[src/rtl/bitonic_stream_sorter.sv]
// Serial-in/serial-out 8-word bitonic sorter, 4 compare-exchanges per cycle.
// Optional: define BITONIC_STREAM_LAST_EN for in_last/out_last short frames.
module bitonic_stream_sorter #(
  parameter int WIDTH   = 8,
  parameter bit DESCEND = 1'b0
) (
  input  logic             clk,
  input  logic             rst_n,
  input  logic             in_valid,
  output logic             in_ready,
  input  logic [WIDTH-1:0] in_data,
  output logic             out_valid,
  input  logic             out_ready,
  output logic [WIDTH-1:0] out_data,
`ifdef BITONIC_STREAM_LAST_EN
  input  logic             in_last,
  output logic             out_last,
`endif
  output logic             busy
);

  typedef enum logic [1:0] {
    S_LOAD,
    S_SORT,
    S_OUT
  } state_t;

  localparam logic [WIDTH-1:0] PAD = DESCEND ? '0 : '1;

  state_t           r_state;
  state_t           w_next;
  logic [WIDTH-1:0] r_buf [8];
  logic [WIDTH-1:0] w_sorted [8];
  logic [2:0]       r_idx;
  logic [2:0]       r_step;
  logic             w_in_fire;
  logic             w_out_fire;
  logic             w_load_done;
  int               w_k;
  int               w_j;
  logic [2:0]       w_p;
  logic             w_asc;

  assign w_in_fire  = in_valid && (r_state == S_LOAD);
  assign w_out_fire = out_ready && (r_state == S_OUT);

`ifdef BITONIC_STREAM_LAST_EN
  assign w_load_done = w_in_fire && ((r_idx == 3'd7) || in_last);
  assign out_last    = (r_state == S_OUT) && (r_idx == 3'd7);
`else
  assign w_load_done = w_in_fire && (r_idx == 3'd7);
`endif

  assign in_ready  = (r_state == S_LOAD);
  assign out_valid = (r_state == S_OUT);
  assign busy      = (r_state != S_LOAD);
  assign out_data  = out_valid ? r_buf[r_idx] : '0;

  always_ff @(posedge clk or negedge rst_n) begin
    if (!rst_n) r_state <= S_LOAD;
    else        r_state <= w_next;
  end

  always_comb begin
    w_next = r_state;
    unique case (r_state)
      S_LOAD:  if (w_load_done) w_next = S_SORT;
      S_SORT:  if (r_step == 3'd5) w_next = S_OUT;
      S_OUT:   if (w_out_fire && r_idx == 3'd7) w_next = S_LOAD;
      default: w_next = S_LOAD;
    endcase
  end

  // One (k, j) column of the network; pairs never overlap within a step.
  always_comb begin
    w_k = 8;
    w_j = 1;
    unique case (r_step)
      3'd0:    begin w_k = 2; w_j = 1; end
      3'd1:    begin w_k = 4; w_j = 2; end
      3'd2:    begin w_k = 4; w_j = 1; end
      3'd3:    begin w_k = 8; w_j = 4; end
      3'd4:    begin w_k = 8; w_j = 2; end
      default: begin w_k = 8; w_j = 1; end
    endcase
    w_sorted = r_buf;
    w_p      = '0;
    w_asc    = 1'b0;
    for (int i = 0; i < 8; i++) begin
      if ((i & w_j) == 0) begin
        w_p   = 3'(i | w_j);
        w_asc = ((i & w_k) == 0) ^ DESCEND;
        if (w_asc ? (r_buf[i] > r_buf[w_p])
                  : (r_buf[i] < r_buf[w_p])) begin
          w_sorted[i]   = r_buf[w_p];
          w_sorted[w_p] = r_buf[i];
        end
      end
    end
  end

  always_ff @(posedge clk or negedge rst_n) begin
    if (!rst_n) begin
      r_idx  <= '0;
      r_step <= '0;
      for (int s = 0; s < 8; s++) r_buf[s] <= '0;
    end else begin
      unique case (r_state)
        S_LOAD: begin
          r_step <= '0;
          if (w_in_fire) begin
            r_buf[r_idx] <= in_data;
`ifdef BITONIC_STREAM_LAST_EN
            if (in_last) begin
              for (int s = 0; s < 8; s++)
                if (s > int'(r_idx)) r_buf[s] <= PAD;
            end
`endif
            r_idx <= w_load_done ? 3'd0 : r_idx + 3'd1;
          end
        end
        S_SORT: begin
          r_buf  <= w_sorted;
          r_idx  <= '0;
          r_step <= (r_step == 3'd5) ? 3'd0 : r_step + 3'd1;
        end
        S_OUT: begin
          if (w_out_fire) r_idx <= r_idx + 3'd1;
        end
        default: begin
          r_idx  <= '0;
          r_step <= '0;
        end
      endcase
    end
  end

endmodule

[config.mk]
export PLATFORM = sky130hd
export DESIGN_NAME = bitonic_stream_sorter
export DESIGN_NICKNAME = d
export VERILOG_FILES = /design/src/rtl/bitonic_stream_sorter.sv
export SDC_FILE = /design/constraint.sdc
export NUM_CORES = 1
export LEC_CHECK = 0
export CELL_PAD_IN_SITES_DETAIL_PLACEMENT = 0
export CELL_PAD_IN_SITES_GLOBAL_PLACEMENT = 1
export CORE_AREA = 10 10 137 139
export CTS_CLUSTER_SIZE = 8
export DETAILED_ROUTE_END_ITERATION = 16
export DIE_AREA = 0 0 147 149
export DONT_BUFFER_PORTS = 1
export GPL_ROUTABILITY_DRIVEN = 0
export PLACE_DENSITY_LB_ADDON = 0.1
export SYNTH_ARGS = -nofsm -noshare
export SYNTH_HDL_FRONTEND = slang
export SYNTH_SLANG_ARGS = --single-unit
[constraint.sdc]
create_clock -name clk -period 12.4 [get_ports clk]
set_input_delay 2.48 -clock clk [delete_from_list [all_inputs] [get_ports clk]]
set_output_delay 2.48 -clock clk [all_outputs]
set_load 0.005 [all_outputs]
After elaboration in Yosys (flattened, before gate mapping)
Index checks and enable logic that the tools add are counted.
W data, S select, Z words.
{"block": "classes", "add_sub_neg": 2, "mux": 85, "div_mod_pow": 0, "shifts": 0, "reduce_logical": 36, "bitwise_logic": 8, "eq_ne": 14, "magnitude_cmp": 31, "multipliers": 0}
{"op": "$mux W64", "count": 14}
{"op": "$bwmux W64", "count": 8}
{"op": "$logic_not A32 Y1", "count": 14}
{"op": "$mux W8", "count": 27}
{"op": "$bmux W8 S3", "count": 8}
{"op": "$demux W8 S3", "count": 8}
{"op": "$pmux W64 S2", "count": 1}
{"op": "$gt A8 B8 Y1", "count": 8}
{"op": "$lt A8 B8 Y1", "count": 7}
{"op": "$ge A4 B4 Y1 const B", "count": 8}
{"op": "$lt A4 B1 Y1 const B", "count": 8}
{"op": "$not A3 Y4", "count": 8}
{"op": "$pmux W3 S2", "count": 4}
{"op": "$logic_and A1 B1 Y1", "count": 12}
{"op": "$mux W3", "count": 4}
{"op": "$eq A3 B3 Y1 const B", "count": 3}
{"op": "$ne A2 B1 Y1 const B", "count": 4}
{"op": "$mux W1", "count": 7}
{"op": "$add A3 B1 Y3 const B", "count": 2}
{"op": "$eq A3 B2 Y1 const B", "count": 2}
{"op": "$mux W2", "count": 3}
{"op": "$pmux W2 S3", "count": 1}
{"op": "$reduce_and A3 Y1", "count": 2}
{"op": "$reduce_and A2 Y1", "count": 2}
{"op": "9 further kinds", "count": 11}
{"block": "word_totals", "in_bits": 12, "latch_bits": 0, "output_inout_bits": 11, "ram_bits": 0, "mem_count": 0, "ff_bits": 72, "romBits": 0, "word_cells": 187}

Logic depth before layout (Yosys ltp)
{"block": "logic_depth", "ltp_word": 31, "ltp_mapped": 20, "ltp_nobuf": 14}

Worst setup path after synthesis
Ideal clock, no wire load.
{"block": "synth_timing", "path_type": "register -> register", "startpoint": "register r_step[1]", "endpoint": "register r_buf[23] (netlist bit)", "setup_slack_ns": 8.091, "period_less_slack_ns": 4.309, "n_path_buf": 4, "required_time_ns": 12.274, "setup_ns": 0.126, "arrival_time_ns": 4.183, "stages_incl_launch_ff": 16, "cell_sequence": "dfrtp_1 buf_2 and2_1 ha_1 buf_2 buf_2 nor2_1 clkbuf_1 a21oi_1 ha_1 and4_1 and4_1 a211oi_4 mux2_1 mux2_2 a221o_1"}
{"block": "synth_between", "elab_chain_len": 28, "elab_cells_between_ends": 123, "classes_between": "order compare: 27; eq/ne: 4; mux: 64; bitwise: 7; reduce/logical: 21"}
{"item": "from (decl)", "line": "35", "text": "logic [2:0] r_step;"}
{"item": "from (signal assigned)", "line": "125", "text": "r_step <= (r_step == 3'd5) ? 3'd0 : r_step + 3'd1;"}
{"item": "branches (longest 26 deep; another with $gt A8 B8 Y1)"}
{"item": "$mux W64 (*)", "line": "90", "text": "if ((i & w_j) == 0) begin"}
{"item": "$pmux W64 S2 (*)", "line": "108", "text": "unique case (r_state)"}
{"item": "to (signal, indexed assignment)", "line": "112", "text": "r_buf[r_idx] <= in_data;"}
{"item": "to (signal assigned)", "line": "123", "text": "r_buf <= w_sorted;"}
{"item": "to (decl)", "line": "32", "text": "logic [WIDTH-1:0] r_buf [8];"}
Every way passes the cells marked *. The select of a mux whose other input is x is not followed.
A chain may end at the register's enable or synchronous reset.

Worst setup path after layout
{"block": "layout_timing", "startpoint": "register r_step[0]", "endpoint": "register r_buf[23] (netlist bit)"}
The elaborated chain is that of the path after synthesis.

==> flow_summary.json <==
{
  "ff2ff_setup_slack_ns": 7.11,
  "async_flop_share_pct": 100,
  "path_buf_inv": 2,
  "endpoint_kind": "flop",
  "cpMaxStageDelayCell": "dfrtp_1",
  "vias_per_cell": 7.40,
  "synth-seq-cells": 72,
  "regArea_mm2": 0.00180,
  "hold-path-endpoint": "r_buf[41]",
  "worstMarginPinSlew_ns": 1.16,
  "nets": 975,
  "port_buffers": 0,
  "rows": 47,
  "fillerInstances": 1530,
  "avgSynthCellArea_um2": 8.44,
  "outcome": "complete, no violations",
  "critPathRequiredTime_ns": 12.64,
  "path_delay_family": "compound AO/OA/AOI/OAI gates",
  "fin_crit_ns": 5.29,
  "first_pass_iters": 6,
  "synth_edf_count": 0,
  "syn_inst": 936,
  "finalMaxSlewViolations": 0,
  "cp_slowest_stage_delay_ns": 0.65,
  "netlist-cell-type-count": 66,
  "grt_pass1_wl_um": 51600,
  "place_hpwl_um": 24700,
  "synth_top_area_share_pct": 22.8,
  "detail_route.iter0.violations": 1144,
  "clk_pin_slew_ns": 0.07,
  "grt_usage_pct": 31.3,
  "startpoint": "r_step[0]",
  "fin_crit_sh_pct": 42.7,
  "drc_errors": 0,
  "cts.sinks": 72,
  "setup_tns_ns": 0,
  "synth_top_flop_cell": "dfrtp_1",
  "synthToLayoutAreaGrowth_pct": 5.53,
  "core_mm2": 0.0162,
  "crit_path_max_fanout": 40,
  "cts_setup_buffers": 0,
  "reg2reg_from": "r_step[0]",
  "skew_ns": 0.0142,
  "cts_root_buf": "clkbuf_16",
  "cts-resized-gates": 0,
  "drive_gt1_share_pct": 12.5,
  "crit_path_frequent_cell": "and4_1",
  "start_kind": "flop",
  "drtAntennaViolNets": 0,
  "setup_viol": 0,
  "grt_antenna_before_repair": 1,
  "worstPathCellList": "and2_1, ha_2, buf_4, inv_1, o21ai_0, a21oi_1, ha_1, and4_1, and4_1, a211oi_4, mux2_1, mux2_2, a221o_1",
  "grt_max_degree": 73,
  "hold_buffers": 0,
  "vias": 8350,
  "hp-class": "flop to flop",
  "hold_violations": 0,
  "timing.rr.end": "r_buf[23]",
  "worst_r2r_path_depth": 13,
  "fp.dieArea_mm2": 0.0219,
  "n_antenna_cell": 0,
  "maxSlewHeadroom_pct": 22.4,
  "netlist_top_cells_area": "dfrtp_1, mux2i_1, ha_1, mux2_2, a21oi_1",
  "post_drt_wl_per_cell_um": 31.3,
  "fmax_mhz": 189,
  "clock_path_buffers": 2,
  "syn-num-nets": 1007,
  "synthesis.area_mm2": 0.00790,
  "crit_type": "flop to flop",
  "rsz0062_at_grt": "no",
  "worstHoldPathCells": 2,
  "drv_cap": 0,
  "overflow": 0,
  "ys_seq_area_share_pct": 22.8,
  "io_pins": 23,
  "die_h_um": 149,
  "numCtsBuffers": 9,
  "start_util_pct": 48.8,
  "setup_slack_ns": 7.11,
  "clkLatencyLatePin_ns": 0.37,
  "die_w_um": 147,
  "multi_input_area_mm2": 0.00578,
  "htreeDepth": 3,
  "totalWireLength_um": 35300,
  "synth_top_area_cell": "dfrtp_1",
  "cts_tree": "built",
  "yosysWarningCount": 0,
  "grt_pass1_vias": 7691,
  "place_ws_ns": 7.33,
  "min_from": "r_buf[41]",
  "worstPathArrival_ns": 5.54
}
[layer usage]
metal  share of wire [%]  GRT usage, %  up-vias  wire [µm]
met1                  38          39.5     3988      13500
li1                    -             -     3540          -
met4                 7.6          20.5        2       2670
met2                  41          45.9      644      14600
met5               0.031             0        -         11
met3                  13          8.98      176       4570
[area by class of cell]
type | instances | area share (%)
clock buffer | 9 | 2.70
clock inverter | 7 | 0.661
inverter | 21 | 0.946
multi-input combinational | 784 | 69.3
sequential | 72 | 21.6
tap | 220 | 3.30
timing repair buffer | 16 | 1.44
[stage by stage]
stage / area [µm²] / hold slack (ns) / std cells / util, %
floorplan: 7900 / 0.560 / 936 / -
global placement: 8050 / 0.669 / 1113 / 49.8
detailed placement: 8050 / 0.671 / 1113 / 49.8
CTS: 8330 / 0.687 / 1129 / 51.5
global route: 8330 / 0.737 / 1129 / 51.5
finish: 8330 / 0.700 / 1129 / 51.5
[cells by family (layout without fill, tap and decap cells)]
| family | count (synthesis) | after routing | share of synthesized area (%) |
|---|---|---|---|
| compound gates | 347 | 347 | 29.8 |
| simple gates | 240 | 240 | 14.4 |
| mux | 136 | 136 | 19.2 |
| buf+inv | 80 | 53 | 4.15 |
| flops | 72 | 72 | 22.8 |
| fa+ha+maj | 60 | 60 | 9.48 |
| xor+xnor | 1 | 1 | 0.206 |
[flip-flops by register name, summed over array words and instances (netlist names)]
register / cells
r_state: 2
r_step: 3
r_buf: 64
r_idx: 3
[synth_stat cells (3+ instances only)]
cell type	instances
a211oi_1	18
a21boi_0	9
a21o_1	5
a21oi_1	85
a221o_1	6
a221oi_1	10
a22o_1	18
a22oi_1	7
a2bb2oi_1	8
a31o_2	8
a31oi_1	9
a32oi_1	7
and2_1	4
and3_1	9
and4_1	3
buf_1	4
buf_2	12
clkbuf_1	40
dfrtp_1	72
ha_1	59
inv_1	21
mux2_2	40
mux2i_1	87
mux4_2	8
nand2_1	69
nand2b_1	5
nand3_1	15
nand4_1	14
nor2_1	86
nor2b_1	11
nor3_1	8
nor4_2	3
o211ai_1	24
o21a_1	13
o21ai_0	71
o21ba_2	7
o221ai_1	8
o22ai_1	10
o311a_1	7
o31ai_1	3
or2_2	3
[how the worst max path moves through the flow]
stage,cells past startpoint,end,slack [ns]
2_1_floorplan,15,r_buf[23],8.09
3_3_place_gp,13,r_buf[23],7.51
3_5_place_dp,13,r_buf[23],7.33
4_1_cts,13,r_buf[23],7.28
5_1_grt,12,r_buf[49],6.86
6_report,13,r_buf[23],7.11
[layout by cell type (no fill, tap or decap), types with 16 or more instances in the layout]
cell      Yosys  routed
nor2_1       86      86
o211ai_1     24      24
mux2i_1      87      87
buf_4         1      16
ha_1         59      58
a21oi_1      85      85
o21ai_0      71      71
a211oi_1     18      18
mux2_2       40      40
dfrtp_1      72      72
inv_1        21      21
a22o_1       18      18
nand2_1      69      69
[worst min-delay path, cell delays in order, from the launching register on]
cell,delay (ns)
dfrtp_1,0.46
nor2_1,0.13
o22ai_1,0.07
Power is left out: the tool's default activity adds up to more than one toggle a clock period on the data nets, which glitch-free logic cannot reach.
